--- src/rtl/ws2812_pkg.sv ---
// ws2812_pkg: shared types and helpers for the WS2812 strip driver.
//   ws2812_state_t : wire/frame sequencing states
//   ns_to_cyc      : nanoseconds -> clock cycles (floored, minimum 1)
//   PIXEL_W        : bits per pixel on the wire (GRB, 8 bits each)
package ws2812_pkg;

    localparam int PIXEL_W = 24;

    typedef enum logic [1:0] {
        ST_IDLE  = 2'd0,
        ST_HIGH  = 2'd1,
        ST_LOW   = 2'd2,
        ST_LATCH = 2'd3
    } ws2812_state_t;

    // Divide the clock down to kHz first so the product stays small.
    function automatic int ns_to_cyc(input int clk_fre, input int ns);
        longint c;
        c = (longint'(clk_fre) / 64'sd1000 * longint'(ns)) / 64'sd1000000;
        if (c < 64'sd1) begin
            c = 64'sd1;
        end else begin
            c = c;
        end
        return int'(c);
    endfunction

endpackage

--- src/rtl/ws2812_bit_tx.sv ---
// ws2812_bit_tx: produces the HIGH/LOW waveform of one WS2812 bit.
//   clk, reset_n : clock, synchronous active-low reset
//   go, bit_in   : start a bit (accepted in IDLE or in the last LOW cycle)
//   dout         : registered data line
//   bit_done     : high during the last LOW cycle of a bit; a go in that
//                  same cycle chains the next bit with no gap
module ws2812_bit_tx
    import ws2812_pkg::*;
#(
    parameter int T0H_CYC = 10,
    parameter int T0L_CYC = 22,
    parameter int T1H_CYC = 22,
    parameter int T1L_CYC = 10
) (
    input  logic clk,
    input  logic reset_n,
    input  logic go,
    input  logic bit_in,
    output logic dout,
    output logic bit_done
);

    localparam int MAX_A   = (T0H_CYC > T0L_CYC) ? T0H_CYC : T0L_CYC;
    localparam int MAX_B   = (T1H_CYC > T1L_CYC) ? T1H_CYC : T1L_CYC;
    localparam int MAX_CYC = (MAX_A > MAX_B) ? MAX_A : MAX_B;
    localparam int CW      = $clog2(MAX_CYC + 1);

    ws2812_state_t state_q, state_d;
    logic [CW-1:0] cnt_q, cnt_d;
    logic [CW-1:0] hi_last_s, lo_last_s;
    logic          bit_q, bit_d;
    logic          dout_q, dout_d;
    logic          bit_done_s;

    // Next-state logic for the high/low phase sequencer.
    always_comb begin
        state_d    = state_q;
        cnt_d      = cnt_q;
        bit_d      = bit_q;
        bit_done_s = 1'b0;
        hi_last_s  = bit_q ? CW'(T1H_CYC - 1) : CW'(T0H_CYC - 1);
        lo_last_s  = bit_q ? CW'(T1L_CYC - 1) : CW'(T0L_CYC - 1);
        case (state_q)
            ST_IDLE: begin
                if (go) begin
                    state_d = ST_HIGH;
                    cnt_d   = '0;
                    bit_d   = bit_in;
                end else begin
                    state_d = ST_IDLE;
                end
            end
            ST_HIGH: begin
                if (cnt_q == hi_last_s) begin
                    state_d = ST_LOW;
                    cnt_d   = '0;
                end else begin
                    cnt_d = cnt_q + CW'(1);
                end
            end
            ST_LOW: begin
                if (cnt_q == lo_last_s) begin
                    bit_done_s = 1'b1;
                    cnt_d      = '0;
                    if (go) begin
                        state_d = ST_HIGH;
                        bit_d   = bit_in;
                    end else begin
                        state_d = ST_IDLE;
                    end
                end else begin
                    cnt_d = cnt_q + CW'(1);
                end
            end
            default: begin
                state_d = ST_IDLE;
                cnt_d   = '0;
            end
        endcase
        // Line follows the phase we are entering, so it is glitch-free.
        dout_d = (state_d == ST_HIGH);
    end

    // Phase, counter and output registers.
    always_ff @(posedge clk) begin
        if (!reset_n) begin
            state_q <= ST_IDLE;
            cnt_q   <= '0;
            bit_q   <= 1'b0;
            dout_q  <= 1'b0;
        end else begin
            state_q <= state_d;
            cnt_q   <= cnt_d;
            bit_q   <= bit_d;
            dout_q  <= dout_d;
        end
    end

    assign dout     = dout_q;
    assign bit_done = bit_done_s;

endmodule

--- src/rtl/ws2812_strip.sv ---
// ws2812_strip: LED_COUNT x 24-bit pixel buffer serialised onto a WS2812 line.
//   clk, reset_n        : clock, synchronous active-low reset
//   wr_en/wr_addr/wr_data : host pixel write (out-of-range addresses ignored)
//   start               : frame trigger, sampled in IDLE
//   dout                : WS2812 data line
//   busy                : frame or latch gap in progress
//   done                : one-cycle pulse after each frame's latch gap
module ws2812_strip
    import ws2812_pkg::*;
#(
    parameter int   LED_COUNT   = 8,
    parameter int   CLK_FRE     = 27_000_000,
    parameter int   T0H_NS      = 400,
    parameter int   T0L_NS      = 850,
    parameter int   T1H_NS      = 850,
    parameter int   T1L_NS      = 400,
    parameter int   LATCH_US    = 80,
    parameter int   AUTO_REPEAT = 0,
    localparam int  AW          = (LED_COUNT > 1) ? $clog2(LED_COUNT) : 1
) (
    input  logic               clk,
    input  logic               reset_n,
    input  logic               wr_en,
    input  logic [AW-1:0]      wr_addr,
    input  logic [PIXEL_W-1:0] wr_data,
    input  logic               start,
    output logic               dout,
    output logic               busy,
    output logic               done
);

    localparam int T0H_CYC   = ns_to_cyc(CLK_FRE, T0H_NS);
    localparam int T0L_CYC   = ns_to_cyc(CLK_FRE, T0L_NS);
    localparam int T1H_CYC   = ns_to_cyc(CLK_FRE, T1H_NS);
    localparam int T1L_CYC   = ns_to_cyc(CLK_FRE, T1L_NS);
    localparam int LATCH_CYC = CLK_FRE / 1_000_000 * LATCH_US;
    localparam int LW        = $clog2(LATCH_CYC + 1);

    localparam logic [AW-1:0] PIX_LAST   = AW'(LED_COUNT - 1);
    localparam logic [AW:0]   LED_CNT_X  = (AW + 1)'(LED_COUNT);
    localparam logic [4:0]    BIT_LAST   = 5'(PIXEL_W - 1);
    localparam logic [LW-1:0] LATCH_LAST = LW'(LATCH_CYC - 1);

    // ST_HIGH is held for the whole bit stream; the per-bit HIGH/LOW
    // phases are sequenced inside ws2812_bit_tx.
    ws2812_state_t      state_q, state_d;
    logic [PIXEL_W-1:0] shift_q, shift_d;
    logic [4:0]         bit_cnt_q, bit_cnt_d;
    logic [AW-1:0]      pix_cnt_q, pix_cnt_d;
    logic [LW-1:0]      latch_cnt_q, latch_cnt_d;
    logic               fetch_q, fetch_d;
    logic               boot_q, boot_d;
    logic               done_q, done_d;
    logic               busy_q, busy_d;
    logic [PIXEL_W-1:0] rd_data_q, rd_data_d;
    logic [PIXEL_W-1:0] mem_q [LED_COUNT];

    logic               load_pix_s, go_s, go_bit_s, tx_done_s, tx_dout_s;
    logic               rd_en_s;
    logic [AW-1:0]      next_pix_s, rd_addr_s;

    ws2812_bit_tx #(
        .T0H_CYC(T0H_CYC),
        .T0L_CYC(T0L_CYC),
        .T1H_CYC(T1H_CYC),
        .T1L_CYC(T1L_CYC)
    ) u_bit_tx (
        .clk     (clk),
        .reset_n (reset_n),
        .go      (go_s),
        .bit_in  (go_bit_s),
        .dout    (tx_dout_s),
        .bit_done(tx_done_s)
    );

    // Frame sequencing, bit/pixel counters and prefetch control.
    always_comb begin
        state_d     = state_q;
        shift_d     = shift_q;
        bit_cnt_d   = bit_cnt_q;
        pix_cnt_d   = pix_cnt_q;
        latch_cnt_d = latch_cnt_q;
        boot_d      = boot_q;
        done_d      = 1'b0;
        load_pix_s  = 1'b0;
        go_s        = 1'b0;
        case (state_q)
            ST_IDLE: begin
                if (start || (AUTO_REPEAT != 0)) begin
                    state_d    = ST_HIGH;
                    load_pix_s = 1'b1;
                    pix_cnt_d  = '0;
                end else begin
                    state_d = ST_IDLE;
                end
            end
            ST_HIGH: begin
                if (tx_done_s) begin
                    if (bit_cnt_q == BIT_LAST) begin
                        if (pix_cnt_q == PIX_LAST) begin
                            state_d     = ST_LATCH;
                            latch_cnt_d = '0;
                        end else begin
                            load_pix_s = 1'b1;
                            pix_cnt_d  = pix_cnt_q + AW'(1);
                        end
                    end else begin
                        bit_cnt_d = bit_cnt_q + 5'd1;
                        shift_d   = {shift_q[PIXEL_W-2:0], 1'b0};
                        go_s      = 1'b1;
                    end
                end else begin
                    state_d = ST_HIGH;
                end
            end
            ST_LATCH: begin
                if (latch_cnt_q == LATCH_LAST) begin
                    latch_cnt_d = '0;
                    boot_d      = 1'b0;
                    // The gap that follows reset is not a frame end.
                    done_d      = ~boot_q;
                    if (AUTO_REPEAT != 0) begin
                        state_d    = ST_HIGH;
                        load_pix_s = 1'b1;
                        pix_cnt_d  = '0;
                    end else begin
                        state_d = ST_IDLE;
                    end
                end else begin
                    latch_cnt_d = latch_cnt_q + LW'(1);
                end
            end
            default: begin
                state_d     = ST_LATCH;
                latch_cnt_d = '0;
            end
        endcase
        // A new pixel comes straight from the prefetch register, and the
        // following cycle fetches the pixel after it.
        if (load_pix_s) begin
            shift_d   = rd_data_q;
            bit_cnt_d = '0;
            go_s      = 1'b1;
            fetch_d   = 1'b1;
        end else begin
            fetch_d = 1'b0;
        end
        go_bit_s = shift_d[PIXEL_W-1];
        busy_d   = (state_d != ST_IDLE);
        // Outside a frame keep pixel 0 staged for the next start.
        next_pix_s = (pix_cnt_q == PIX_LAST) ? '0 : pix_cnt_q + AW'(1);
        rd_en_s    = fetch_q || (state_q != ST_HIGH);
        rd_addr_s  = fetch_q ? next_pix_s : '0;
        rd_data_d  = rd_en_s ? mem_q[rd_addr_s] : rd_data_q;
    end

    // Control and status registers.
    always_ff @(posedge clk) begin
        if (!reset_n) begin
            state_q     <= ST_LATCH;
            shift_q     <= '0;
            bit_cnt_q   <= '0;
            pix_cnt_q   <= '0;
            latch_cnt_q <= '0;
            fetch_q     <= 1'b0;
            boot_q      <= 1'b1;
            done_q      <= 1'b0;
            busy_q      <= 1'b1;
            rd_data_q   <= '0;
        end else begin
            state_q     <= state_d;
            shift_q     <= shift_d;
            bit_cnt_q   <= bit_cnt_d;
            pix_cnt_q   <= pix_cnt_d;
            latch_cnt_q <= latch_cnt_d;
            fetch_q     <= fetch_d;
            boot_q      <= boot_d;
            done_q      <= done_d;
            busy_q      <= busy_d;
            rd_data_q   <= rd_data_d;
        end
    end

    // Pixel buffer: not cleared by reset, read-first against the prefetch.
    always_ff @(posedge clk) begin
        if (wr_en && ({1'b0, wr_addr} < LED_CNT_X)) begin
            mem_q[wr_addr] <= wr_data;
        end
    end

    assign dout = tx_dout_s;
    assign busy = busy_q;
    assign done = done_q;

endmodule

--- config.mk ---
export PLATFORM = sky130hd
export DESIGN_NAME = ws2812_strip
export DESIGN_NICKNAME = d
export VERILOG_FILES = /design/src/rtl/ws2812_pkg.sv /design/src/rtl/ws2812_bit_tx.sv /design/src/rtl/ws2812_strip.sv
export SDC_FILE = /design/constraint.sdc
export NUM_CORES = 1
export LEC_CHECK = 0
export ABC_AREA = 1
export BUFFER_PORTS_ARGS = -buffer_cell sky130_fd_sc_hd__buf_2
export CORE_ASPECT_RATIO = 1.2
export CORE_MARGIN = 2
export CORE_UTILIZATION = 45
export DETAILED_ROUTE_END_ITERATION = 6
export PLACE_DENSITY_LB_ADDON = 0.05
export SLEW_MARGIN = 15
export SYNTH_ARGS = -nofsm -noshare
export SYNTH_HDL_FRONTEND = slang
export SYNTH_SLANG_ARGS = --single-unit
--- constraint.sdc ---
create_clock -name clk -period 2 [get_ports clk]
set_clock_uncertainty 0.2 [all_clocks]
set_input_delay 0.3 -clock clk [delete_from_list [all_inputs] [get_ports clk]]
set_output_delay 0.3 -clock clk [all_outputs]
set_load 0.05 [all_outputs]
== Word level (Yosys, flattened, before mapping) ==
Memory sizes are Yosys's and may differ from the RTL's. A register that Yosys moved wholly into a read port is not among the register bits.
Cells that the tools add are included.
W data, S select, Z words.

* Flip-flop bits (word level): 59
* Bits of input ports: 31
* Logic and storage cells: 108
* Output and inout port bits: 3
* Memories kept: 1
* Bits in writable memories: 192

{| class="wikitable"
|+ Memories
! name !! words !! width !! read ports !! clocked after Yosys merged registers in !! wr ports !! line !! RTL
|-
| mem_q || 8 || 24 || 1 || 1 || 1 || ws2812_strip.sv:56 || <nowiki>logic [PIXEL_W-1:0] mem_q [LED_COUNT];</nowiki>
|}

* Reduce and logical (&&, ||, !) cells: 17
* Bitwise operators: 4
* Mux-type cells: 49
* Equality and inequality tests: 19
* Add/subtract/negate cells: 4

{| class="wikitable"
|+ Operator list
! kind !! count
|-
| $mux W24 || 4
|-
| $mux W12 || 4
|-
| $pmux W12 S3 || 1
|-
| $mux W5 || 5
|-
| $mux W3 || 6
|-
| $mux W1 || 17
|-
| $pmux W5 S3 || 1
|-
| $ne A2 B2 Y1 const B || 7
|-
| $add A12 B1 Y12 const B || 1
|-
| $eq A12 B12 Y1 const B || 1
|-
| $mux W2 || 6
|-
| $pmux W2 S3 || 2
|-
| $add A5 B1 Y5 const B || 2
|-
| $eq A5 B5 Y1 || 2
|-
| $reduce_bool A2 Y1 || 5
|-
| $reduce_and A3 Y1 || 3
|-
| $eq A2 B1 Y1 const B || 3
|-
| $pmux W3 S2 || 1
|-
| $eq A5 B5 Y1 const B || 1
|-
| $reduce_and A5 Y1 || 1
|-
| $eq A2 B2 Y1 const B || 2
|-
| $logic_not A2 Y1 || 2
|-
| $ne A2 B1 Y1 const B || 2
|-
| $not A1 Y1 || 4
|-
| other kinds (8) || 10
|}

== Longest topological paths before layout ==
Gate-level depths: netlist (run 1).

* Depth in word-level cells: 11
* Depth in mapped cells: 12
* Depth with buffers taken out: 11

== By module ==
Synthesis (run 1) repeated with hierarchy kept, for this count alone.

* Cell total of the unflattened synthesis: 1271
* Area total of the unflattened synthesis: 12016.5 um^2

{| class="wikitable"
|+ By module, submodules not included
! module !! cells an instance !! area an instance (um^2) !! sequential area each (um^2) !! instances
|-
| ws2812_strip || 1180 || 11404.7 || 7247.0 || 1
|-
| ws2812_bit_tx || 91 || 611.8 || 180.2 || 1
|}

== Worst setup path after synthesis (run 1) ==
OpenSTA, ideal clock, no wires.

* Kind: in2reg
* Start point: in wr_addr[0]
* End point: mem mem_q[0][0] (enable)
* Setup slack: -0.070 ns
* Stages on the path: 3
* Data required time: 1.395 ns
* Data arrival time: 1.466 ns
* Setup time: 0.405 ns
* Path buffers: 0
* Cells stage by stage: inv_1 nand2_1 nor2_1

{| class="wikitable"
|+ RTL lines
! element !! line !! RTL
|-
| start: declaration || ws2812_strip.sv:24 || <nowiki>input logic [AW-1:0] wr_addr,</nowiki>
|-
| end: declaration || ws2812_strip.sv:56 ||
|}

Straight into the memory's write port.

== Worst setup path after layout (run 1) ==
* Start point: reg pix_cnt_q[0]
* End point: reg rd_data_q[17], read port of mem_q

* Cells in the longest elaborated chain, start to end: 3
* Elaborated cells on any way between the ends: 4
* Classes of those cells: add/sub (1); eq/ne (1); mux (2)

{| class="wikitable"
|+ Ends and longest elaborated chain
! element !! line !! RTL
|-
| start: declaration || ws2812_strip.sv:49 || <nowiki>logic [AW-1:0] pix_cnt_q, pix_cnt_d;</nowiki>
|-
| start signal: assignment || ws2812_strip.sv:174 || <nowiki>pix_cnt_q <= pix_cnt_d;</nowiki>
|-
| $add A3 B1 Y3 / $eq A3 B3 Y1 (equally long branches) || ws2812_strip.sv:151 || <nowiki>next_pix_s = (pix_cnt_q == PIX_LAST) ? '0 : pix_cnt_q + AW'(1);</nowiki>
|-
| $mux W3 * || ws2812_strip.sv:151 ||
|-
| $mux W3 * || ws2812_strip.sv:153 || <nowiki>rd_addr_s = fetch_q ? next_pix_s : '0;</nowiki>
|-
| end: declaration || ws2812_strip.sv:55 || <nowiki>logic [PIXEL_W-1:0] rd_data_q, rd_data_d;</nowiki>
|}

Every way passes the cells marked *; elsewhere a longest branch is shown, timed or not.
A chain may end at the register's enable or synchronous reset.

==> results.md, run 1 <==
- The run finished with clean final reports.
- The chip width is about 150 um.
- The delay of the slowest cell on the worst path is approximately 330 ps.
- The number of cells in the design after placement is 1,471.
- The kind of capture point of the worst setup path is a flop.
- The slowest stage of the critical path is the dfxtp_2 cell.
- In this run the count of I/O pins placed on the die edge is 34.
- After detailed routing, the average wire length per cell comes to roughly 17 um.
- The final hold violation count came to 0.
- The worst slew margin relative to its limit is 72.2%.
- The number of pins with negative max-slew slack in the final report is 0.
- The sort of element at the start of the critical path is a flop.
- The port buffer count is 33.
- Once the floorplan was initialized, standard cells occupied 45.3% of the core.
- The number of CTS-inserted buffers is 29.
- The routed design has 26,000 um of wire.
- The HPWL after detailed placement is around 15,000 um.
- The largest vdd supply drop is approximately 0.66 mV.
- When the netlist entered floorplanning its net count stood at 1,151.
- From bottom edge to top edge, the die measures 179 um.
- The clock tree from TritonCTS is built.
- At the end of routability-driven placement, the weighted congestion stood at 0.805.
- The critical path data arrival time is approximately 2300 ps.
- The initial antenna violation count is 0.
- The first global-routing pass estimated 40,700 um of wire.
- The number of max-capacitance violations reported is 0.
- The achievable clock frequency is a little over 0.5 GHz.
- For this run the aggregate overflow at the end of global routing stands at 0.
- The power density over cell area is 894 nW/um^2.
- In the synthesized netlist, the number of instances is 1,110.
- Row generation in the floorplan step produced 64 rows.
- A synthesized cell averages 10.3 sq um.
- The area share of the largest cell type after synthesis is 50.3%.
- The deepest level of the CTS H-tree is 1.
- The share of flip-flops with an asynchronous set or reset is 0%.
- The most frequent cell after synthesis is nand2_1.
- The tree is rooted in a clkbuf_16.
- The proportion of synthesized chip area in sequential cells is 64.8%.
- The count of inserted antenna diode cells is 0.
- The total negative setup slack is 0 ps.
- The part of the cycle the worst path needs is 98.4%.
- The kind of critical path is flop to flop.
- For this block, the initial DRC count from the detailed router was 452.
- The number of clock sinks is roughly 280.
- For this run, the number of standard cells in the final layout without fillers is 1,561.
- The via count of the first global-routing pass came to 7,555.
- The cell area after synthesis is 11,500 sq um.
- Once layout is complete, the utilization of the core stands at 55.4%.
- The worst slack after detailed placement is -148 ps.
- The number of enable flip-flop cells after synthesis is 192.
- The maximum number of buffers from clock root to sink is 3.
- The fraction of final layout cells with drive strength greater than 1 is 16.9%.
- The total global routing track utilization is between 10% and 20%.
- The library cell occupying the most area in the post-synthesis netlist is edfxtp_1.
- The number of buffer and inverter stages on the critical path is 3.
- The first detailed-routing pass took 5 iterations.
- The leading register cell type out of synthesis is edfxtp_1.
- The leakage power is 5.36 nW.
- In the synthesized netlist, the cells that appear most often are 234 x nand2_1, 192 x edfxtp_1, 111 x nand3_1, 88 x inv_1, 87 x nor2_1.
- The worst hold-check path type is primary input to flop.
- Traced cell by cell, the critical path runs through ha_4, ha_4, inv_4, nand3_4, buf_12, buf_12, nand2_2, o21ai_1, o211ai_1, nand3_1, a21oi_2.
- By area the synthesized netlist is led by edfxtp_1 50%, dfxtp_1 14%, nand2_1 7.7%, nand3_1 4.8%, o211ai_1 3.1%.
- The total number of yosys warnings is 0.
- The count of final setup violators is 0.
- The post-CTS clock slew at the launch and capture registers of the worst setup and hold paths is 60 ps.
- The count of nets left with antenna violations once routing finished came out at 0.
- The post-route DRC violation count is 0.
- The slew at the pin closest to its max-slew limit is 418 ps.
- The total number of vias is 8,116.
- The die outline area is between 20,000 and 30,000 sq um.
- Broken down by cell family, the worst path's largest delay share belongs to compound AO/OA/AOI/OAI gates.
- The number of nets at the end of the flow is 1,249.
- At the worst endpoint, the required time is roughly 2300 ps.
- For the finished layout, the period the worst path requires is 1970 ps.
- The total core area is 25,300 sq um.
- The distinct cell type count after synthesis is 39.
- In this run the worst path has a maximum fanout of 6.
- Setup repair after global routing could not meet its margin everywhere.
- Compared with the post-synthesis result, the final layout area differs by 22.2%.
- The largest net degree at the start of global routing is 56.
- For the worst-skew pair, the clock arrives at the later sink with an insertion delay of roughly 550 ps.
- Counting flops and latches in the post-synthesis netlist gives 275.
- In the routed layout, each cell is associated on average with a via count of 5.20.
- In the post-route analysis, the smallest setup slack over all paths is 31.1 ps.
-- stage by stage --
stage | hold slack [ps] | area, sq um | power, mW
after detailed placement | 205 | 12500 | 7.13
after global placement | 205 | 12500 | 7.12
after floorplan | 185 | 11500 | 6.83
final | 41.9 | 14000 | 12.5
after CTS | 29.5 | 13900 | 12.7
after global routing | 64.5 | 14000 | 13.0
-- sequential cells by signal, indices dropped and copies added, names as in the netlist, 2 cells and up --
register / flops
u_bit_tx.cnt_q: 5
latch_cnt_q: 12
shift_q: 24
bit_cnt_q: 5
mem_q: 192
rd_data_q: 24
u_bit_tx.state_q: 2
pix_cnt_q: 3
state_q: 2
-- layout by cell type (no fill, tap or decap), types with 3 or more instances in the layout --
cell	synthesis	final
or2_2	6	4
nand3_2	4	3
dfxtp_1	83	79
o221ai_1	25	23
buf_4	1	35
dlygate4sd3_1	0	25
o21ai_0	68	57
inv_1	88	85
nor2_1	87	77
nand2_1	234	227
buf_6	1	8
bufinv_16	0	4
clkinv_2	0	5
nor2_2	2	12
nand4_1	9	9
nand3_1	111	111
clkbuf_16	0	29
o21ai_1	0	9
o211ai_1	47	47
ha_4	0	3
clkinv_1	1	4
dfxtp_2	0	4
ha_1	10	6
a21oi_1	49	48
nor3_1	5	4
nand2_2	11	17
buf_12	0	23
clkbuf_1	38	7
clkbuf_8	0	3
edfxtp_1	192	192
inv_2	2	3
buf_2	16	33
-- repair_timing --
action                                 in CTS  in global routing
resized for setup                          14                 43
setup endpoints to repair                  29                 58
endpoints found under the hold margin     194                  0
hold buffers                               25                  0
setup buffers                               5                  5
pin swaps                                   8                 20
gates cloned                                2                  0
-- layer usage --
layer	track usage [%]	wire (um)
met1	25.6	11700
met2	34.4	12900
met3	2.54	977
met4	4.83	476
met5	0	0
-- final timing paths --
kind | start | end | slack, ps | depth (start not counted)
worst max-delay path | pix_cnt_q[0] | rd_data_q[17] | 30 | 11
worst min-delay path | reset_n | state_q[0] | 40 | 4
worst max register to register | pix_cnt_q[0] | rd_data_q[17] | 30 | 11
worst min register to register | boot_q | done | 210 | 1
-- power by group --
group	total, mW	internal, mW	switching [mW]	leakage (nW)
clock network	5.46	3.30	2.17	0.476
registers	6.37	6.29	0.0872	2.42
logic	0.694	0.263	0.430	2.46
total	12.5	9.84	2.69	5.36
-- cell families (layout without fill, tap and decap cells) --
| kind of cell | count (synthesis) | count (layout) | share of synthesized area, % |
|---|---|---|---|
| XOR/XNOR | 3 | 3 | 0.229 |
| AND/OR/NAND/NOR | 475 | 475 | 18.0 |
| AO/OA/AOI/OAI | 196 | 196 | 10.6 |
| flip-flops | 275 | 275 | 64.8 |
| buffers and inverters | 151 | 272 | 5.32 |
| adder cells (fa/ha/maj) | 10 | 10 | 1.09 |
-- worst register-to-register path, cell delays in order, from the launching register on --
cell and delay [ps]:
dfxtp_2 330, ha_4 160, ha_4 160, inv_4 60, nand3_4 140, buf_12 190, buf_12 130, nand2_2 40
o21ai_1 50, o211ai_1 210, nand3_1 110, a21oi_2 130
-- area by class of cell --
type,count,area (sq um)
Sequential cell,275,7430
Clock buffer,39,793
Multi-Input combinational cell,684,3560
Timing Repair Buffer,127,1290
Fill cell,2280,11300
Inverter,91,344
Clock inverter,15,185
Tap cell,330,413
No activity file was read; power rests on OpenSTA's default activity.
==> inputs of run 2 (changes only) <==
Settings changed: CORE_UTILIZATION 45 to 40.
==> results.md, run 2 (same netlist as run 1, synthesis figures left out) <==
- The number of CTS-inserted buffers is 30 (+3.4%).
- The switching part of the total power is 21.8% (+0.36 points).
- The final setup slack of the worst path is -33.4 ps (-64.5 ps).
- The post-CTS clock slew at the launch and capture registers of the worst setup and hold paths is 60 ps (about the same).
- The number of nets at the end of the flow was 1,265 (+1.3%).
- The final hold violation count is 0 (unchanged).
- The die height is 189 um (+5.9%).
- The root cell of the clock tree is clkbuf_16.
- The count of TritonRoute iterations in the first routing pass came to 5 (unchanged).
- The sequential share of power is 49.7% (-1.2 points).
- The I/O pin total is 34 (unchanged).
- The sum of routed wire length over all layers was 28,600 um (+9.7%).
- The worst slack after detailed placement came to -109 ps (+38.3 ps).
- The count of filler cells inserted in the layout is 2,536 (+11%).
- The chip width is 159 um (+5.9%).
- The number of cells in the design after placement is 1,527 (+3.8%).
- The global-route congestion overflow total is 0 (unchanged).
- The largest driver fanout on the critical path is 8 (+2).
- Leaving out fill and tap cells, the most frequent cell in the layout is nand2_1.
- The power density over cell area is 888 nW/um^2 (-0.73%).
- The kind of critical path is flop to flop.
- The number of pins with negative max-slew slack in the final report came to 0 (unchanged).
- The worst register-to-register path ends at rd_data_q[1].
- The area used by multi-input combinational logic is 3660 sq um (+2.7%).
- The port buffer count is 33 (unchanged).
- The leakage power is 5.51 nW (+2.7%).
- The initial standard-cell utilization of the core is 40.8% (-4.5 points).
- The area overhead of the layout relative to synthesis is 25.9%.
- The die outline area was 30,000 sq um (+12%).
- The cell count of the worst reg-to-reg path is 12 (+1).
- The timing endpoint of the critical path is rd_data_q[1].
- The flow ran to the end, but the final reports show violations.
- The part of the cycle the worst path needs came to 102% (+3.2 points).
- The via count of the first global-routing pass was 8,089 (+7.1%).
- The worst slew margin relative to its limit came to 74.7% (+2.6 points).
- The power spent charging and discharging nets is 2.79 mW (+3.9%).
- The count of inserted antenna diode cells was 0 (unchanged).
- The post-detailed-route count of antenna-violating nets came to 0 (unchanged).
- The detail-routed via count per cell came to 5.05 (-2.9%).
- The total core area is 28,100 sq um (+11%).
- Setup repair after global routing could not meet its margin everywhere.
- The post-route DRC violation count came to 0 (unchanged).
- TritonCTS built the clock tree.
- The largest registers in the layout are mem_q x192, rd_data_q x24, shift_q x24.
- The total global routing track utilization came to 19.3% (-0.20 points).
- The wire length per cell after detailed routing is 17.6 um (+5.3%).
- The deepest level of the CTS H-tree is 1 (unchanged).
- The number of max-capacitance violations reported is 0 (unchanged).
- The HPWL after detailed placement came to 15,800 um (+4.7%).
- The worst-case register-to-register setup slack is -30 ps (-60 ps).
- The largest vdd supply drop came to 0.951 mV (+45%).
- The worst setup path is launched from a flop.
- The final reports fail on setup timing.
- The global placement routability congestion is 0.806 (about the same).
- The initial antenna violation count was 0 (unchanged).
- The maximum number of buffers from clock root to sink was 3 (unchanged).
- The number of rows in the core area was 67 (+4.7%).
- The minimum period implied by the final worst setup slack is 2030 ps (+64.5 ps).
- The total number of vias is 8,210 (+1.2%).
- The insertion delay to the later sink of the worst-skew pair came to 550 ps (about the same).
- The worst path required time was 2290 ps (about the same).
- The number of standard cells in the layout, taps in and fillers out came to 1,626 (+4.2%).
- The most critical setup path has its startpoint at pix_cnt_q[0].
- The first-pass GRT wire length is 44,700 um (+9.9%).
- The clock network fraction of design power is 44.1% (+0.5 points).
- The initial DRC count is 594 (+31%).
- The kind of capture point of the worst setup path is a flop.
- The slew at the pin closest to its max-slew limit is 374 ps (-43.5 ps).
- The count of final setup violators came to 12 (+12).
- The number of clock sinks is 275 (unchanged).
- The startpoint identified for the worst register-to-register timing path is pix_cnt_q[0].
- The register with the most flip-flops is mem_q.
- The fraction of final layout cells with drive strength greater than 1 is 20.0% (+3.2 points).
- The worst hold-check path type is primary input to flop.
- The flip-flop count of the largest register after layout is 192 (unchanged).
- The internal cell power was 10.0 mW (+1.8%).
- In the layout the commonest cells are 216 x nand2_1, 192 x edfxtp_1, 111 x nand3_1, 84 x inv_1, 77 x nor2_1.
- The share of power burned in combinational logic is 6.2% (+0.7 points).
- The area taken by flip-flops and latches came to 7440 sq um (about the same).
- The achievable clock frequency came to 0.492 GHz (-3.2%).
- The critical path data arrival time is 2320 ps (+70 ps).
- The largest net degree at the start of global routing is 51 (-8.9%).
[run 2: timing repair]
| action | CTS | global route |
|---|---|---|
| setup buffers | 6 | 6 |
| pin swaps | 27 | 37 |
| hold buffers | 26 | 0 |
| endpoints found under the setup margin | 60 | 62 |
| gates resized for setup | 51 | 62 |
| endpoints found under the hold margin | 202 | 0 |
| gates cloned | 7 | 2 |
[run 2: layout make-up]
cell class	count	share of cell area (%)
sequential	275	51.5
multi-input combinational	684	25.3
timing repair buffer	142	10.4
clock buffer	37	5.67
tap	379	3.29
inverter	91	2.41
clock inverter	18	1.42
[run 2: power groups by stage]
stage               sequential, mW  clock (mW)  combinational (mW)
finish                        6.37        5.64               0.795
global placement              6.49           0               0.657
detailed placement            6.49           0               0.658
floorplan                     6.46           0               0.365
CTS                           6.37        5.78               0.788
global route                  6.39        6.02               0.880
[run 2: metrics by stage]
step / instance area, sq um / hold slack, ps / utilization (%) / power (mW) / setup TNS, ps
CTS: 14200 / 180 / 50.7 / 12.9 / -431
global placement: 12600 / 197 / 44.8 / 7.15 / -564
detailed placement: 12600 / 202 / 44.8 / 7.15 / -1810
global route: 14400 / 201 / 51.4 / 13.3 / -2220
finish: 14400 / 185 / 51.4 / 12.8 / -196
floorplan: 11500 / 185 / - / 6.83 / -8910
[run 2: metal layers]
| layer | vias to the layer above | wire [um] | global-route usage, % |
|---|---|---|---|
| li1 | 4114 | - | - |
| met1 | 3945 | 13200 | 26.0 |
| met2 | 114 | 14000 | 33.0 |
| met3 | 37 | 927 | 2.38 |
| met4 | 0 | 454 | 4.89 |
| met5 | - | 0 | 0 |
[run 2: worst max-delay path, stage by stage, from the launching register on]
cell      delay [ps]
dfxtp_2          340
ha_4             160
ha_4             160
inv_4             50
nand3_4           60
buf_12           160
buf_8            140
buf_16           150
nand2_1           50
o21ai_1           60
o211ai_1         190
nand3_1          110
a21oi_2          120
[run 2: worst min-delay path by stage]
stage | end | slack [ps] | depth (start not counted) | startpoint
after global routing | mem_q[3][23] | 200 | 4 | wr_addr[1]
after global placement | done | 200 | 1 | boot_q
final | mem_q[7][23] | 190 | 4 | wr_addr[2]
after floorplan | done | 180 | 1 | boot_q
after detailed placement | done | 200 | 1 | boot_q
after CTS | mem_q[7][23] | 180 | 4 | wr_addr[2]
==> inputs of run 3 (changes only) <==
Settings changed: CTS_CLUSTER_DIAMETER set to 50, SYNTH_HIERARCHICAL set to 1.
==> results.md, run 3 <==
- The flow ran to the end, but the final reports show violations.
- The checks that failed: setup timing.
- The part of the cycle the worst path needs is 100% (-1.3 points).
- The power spent charging and discharging nets is 2.66 mW (-4.6%).
- The final setup slack of the worst path is -7.19 ps (+26.2 ps).
- The largest registers in the layout are mem_q x192, rd_data_q x24, shift_q x24.
- The post-route core utilization is 52.5% (+1.1 points).
- nand2_1 is the most common cell in the netlist.
- The critical path in this run is classified as flop to flop.
- The I/O pin total is 34 (unchanged).
- The post-CTS clock slew at the launch and capture registers of the worst setup and hold paths is 60 ps (about the same).
- The count of TritonRoute iterations in the first routing pass came to 5 (unchanged).
- The number of CTS-inserted buffers is 35 (+17%).
- The minimum period implied by the final worst setup slack is 2010 ps (-26.2 ps).
- The critical path data arrival time is 2190 ps (-130 ps).
- The proportion of synthesized chip area in sequential cells is 61.8% (-3.0 points).
- By area the synthesized netlist is led by edfxtp_1 48%, dfxtp_1 14%, nand3_1 9.3%, nand2_1 8.3%, inv_1 4.1%.
- The die outline area is 31,400 sq um (+4.7%).
- The critical path goes through ha_4, ha_4, nor2_4, buf_4, buf_12, clkbuf_16, clkbuf_16, nand3_1, nand3_1, nand3_2, nand3_1, a21oi_1.
- The largest net degree at the start of global routing was 65 (+27%).
- The port buffer count was 33 (unchanged).
- The global routing met2 resource utilization is 32.7% (-0.35 points).
- The total number of vias is 9,040 (+10%).
- The count of final setup violators is 2 (-10).
- The register with the most flip-flops is mem_q.
- The number of cells in the design after placement is 1,711 (+12%).
- The worst setup path is captured at a flop.
- The flip-flop count of the largest register after layout is 192 (unchanged).
- The chip width was 162 um (+2.3%).
- The root cell of the clock tree is clkbuf_16.
- After synthesis, the most frequently instantiated cells are 265 x nand2_1, 224 x nand3_1, 192 x edfxtp_1, 131 x inv_1, 129 x nor2_1.
- The share of flip-flops with an asynchronous set or reset was 0% (unchanged).
- The post-detailed-placement cell area is 13,400 sq um (+6.4%).
- The die height is 194 um (+2.3%).
- The total number of yosys warnings is 6 (+6).
- The number of standard cells in the layout, taps in and fillers out is 1,823 (+12%).
- The distinct cell type count after synthesis is 34 (-13%).
- The number of nets at the end of the flow is 1,448 (+14%).
- The cell area after synthesis is 12,000 sq um (+4.8%).
- Compared with the post-synthesis result, the final layout area differs by 29.4%.
- The final standard cell area without fillers is 15,600 sq um (+7.8%).
- The sort of element at the start of the critical path is a flop.
- The number of rows in the core area is 69 (+3.0%).
- The deepest level of the CTS H-tree is 2 (+1).
- The worst path required time is 2190 ps (-100 ps).
- The total global routing track utilization was 19.3% (-0.020 points).
- The insertion delay to the later sink of the worst-skew pair was 520 ps (-30 ps).
- The leakage power came to 6.39 nW (+16%).
- The detail-routed via count per cell is 4.96 (-1.8%).
- The synthesized area per cell is 9.45 sq um (-8.5%).
- The post-route worst hold slack came to 57.4 ps (-128 ps).
- The worst slack after detailed placement was -49.3 ps (+59.9 ps).
- The number of clock sinks was 275 (unchanged).
- The cell count after synthesis is 1,271 (+15%).
- The maximum number of buffers from clock root to sink is 3 (unchanged).
- The most common library cell in the layout ignoring fill and taps is nand2_1.
- The final hold violation count came to 0 (unchanged).
- The switching part of the total power was 21.1% (-0.74 points).
- The cell with the largest stage delay on the worst path is dfxtp_2.
- The largest driver fanout on the critical path is 6 (-2).
- The post-detailed-route count of antenna-violating nets is 0 (unchanged).
- The global placement routability congestion is 0.767 (-4.8%).
- The count of inserted antenna diode cells came to 0 (unchanged).
- The sequential share of power was 49.7% (about the same).
- The HPWL after detailed placement is 17,900 um (+13%).
- The library cells used most frequently in the layout, excluding fill and tap cells, are 245 x nand2_1, 193 x nand3_1, 192 x edfxtp_1, 126 x inv_1, 115 x nor2_1.
- The achievable clock frequency is 0.498 GHz (+1.3%).
- The slew at the pin closest to its max-slew limit was 455 ps (+81.1 ps).
- The total core area is 29,600 sq um (+5.4%).
- The register bit total from synthesis is 275 (unchanged).
- The internal cell power is 9.99 mW (-0.31%).
- The largest vdd supply drop is 0.706 mV (-26%).
- The fraction of final layout cells with drive strength greater than 1 is 21.8% (+1.8 points).
- The clock tree from TritonCTS is built.
- The delay of the slowest cell on the worst path was 330 ps (about the same).
- The post-route DRC violation count was 0 (unchanged).
- In this run the worst hold path is classified as primary input to flop.
- The via count of the first global-routing pass is 8,619 (+6.6%).
- The clock network fraction of design power is 47.5% (+3.4 points).
- The most prevalent standard cell on the critical path is nand3_1.
- The global-route congestion overflow total was 0 (unchanged).
- The power density over cell area is 813 nW/um^2 (-8.4%).
- Setup repair after global routing could not meet its margin everywhere.
- The met1 track utilization from global routing is 25.6% (-0.41 points).
- The share of power burned in combinational logic is 2.7% (-3.5 points).
- The sum of routed wire length over all layers is 31,600 um (+11%).
- The number of pins with negative max-slew slack in the final report is 0 (unchanged).
- The routing usage on met3 came to 2.91% (+0.53 points).
- The initial antenna violation count was 0 (unchanged).
- The wire length per cell after detailed routing is 17.4 um (-1.2%).
- The worst slew margin relative to its limit is 69.7% (-5.1 points).
- The synthesized net count is 1,312 (+14%).
- The number of enable flip-flop cells after synthesis was 192 (unchanged).
- Of all cell types, the one taking the most synthesized area is edfxtp_1.
- The first-pass GRT wire length is 47,200 um (+5.4%).
- The highest-utilization routing layer at the global route stage is met2.
- For this run, the leading register cell type out of synthesis is edfxtp_1.
- The area share of the largest cell type after synthesis was 48.0% (-2.3 points).
- The total power after layout is 12.7 mW (-1.2%).
- The initial DRC count is 621 (+4.5%).
- The initial standard-cell utilization of the core came to 40.6% (-0.24 points).
- The total negative setup slack is -13.2 ps (+183 ps).
- The number of max-capacitance violations reported was 0 (unchanged).
## run 3: changes by cell type after synthesis, moves of 25 or more
cell,before,now
o211ai_1,47,0
nand3b_1,1,31
nand2_1,234,265
inv_1,88,131
o221ai_1,25,0
o21ai_0,68,40
nand3_1,111,224
nor2_1,87,129
## run 3: critical path: cells and delay by family, from the launching register on
family / cells / cell delay, ps
buffers and inverters: 4 / 500
and+or+nand+nor: 5 / 430
AOI/OAI and AO/OA: 1 / 60
adders and majority gates: 2 / 340
DFF: 1 / 330
## run 3: layer usage
layer / share of wire (%) / routed length (um)
met1: 45 / 14300
met3: 3.7 / 1160
met2: 49 / 15600
met5: 0 / 0
met4: 1.9 / 609
## run 3: path summary, 6_finish.rpt
kind,startpoint,end,depth (start not counted),slack (ps)
max,pix_cnt_q[0],rd_data_q[8],12,-7
max reg2reg,pix_cnt_q[0],rd_data_q[8],12,-7
min,start,state_q[0],4,60
min reg2reg,rd_data_q[4],shift_q[4],2,230
## run 3: power groups by stage
stage	combinational, mW	clock (mW)	sequential (mW)
floorplan	0.130	0	6.40
global placement	0.299	0	6.41
detailed placement	0.303	0	6.41
CTS	0.341	6.16	6.29
global route	0.386	6.37	6.30
finish	0.345	6.02	6.29
## run 3: cell families after synthesis
kind of cell,after synthesis,synth area share [%]
XOR/XNOR,6,0.437
AND/OR/NAND/NOR,686,25.9
AO/OA/AOI/OAI,90,3.98
flip-flops,275,61.8
adder cells (fa/ha/maj),10,1.04
buffers and inverters,204,6.84
## run 3: timing repair
action                                  CTS  global route
buffers inserted                          2             8
endpoints found under the setup margin   28            75
hold buffers                             25             0
pin swaps                                 9            26
cloned                                    1            13
endpoints found under the hold margin   196             0
gates resized for setup                  20            96
## run 3: area by class of cell
cell class	instances	area, sq um
Clock buffer	49	991
Fill cell	2654	14100
Sequential cell	275	7440
Tap cell	390	488
Clock inverter	14	116
Multi-Input combinational cell	792	4180
Timing Repair Buffer	165	1810
Inverter	138	526
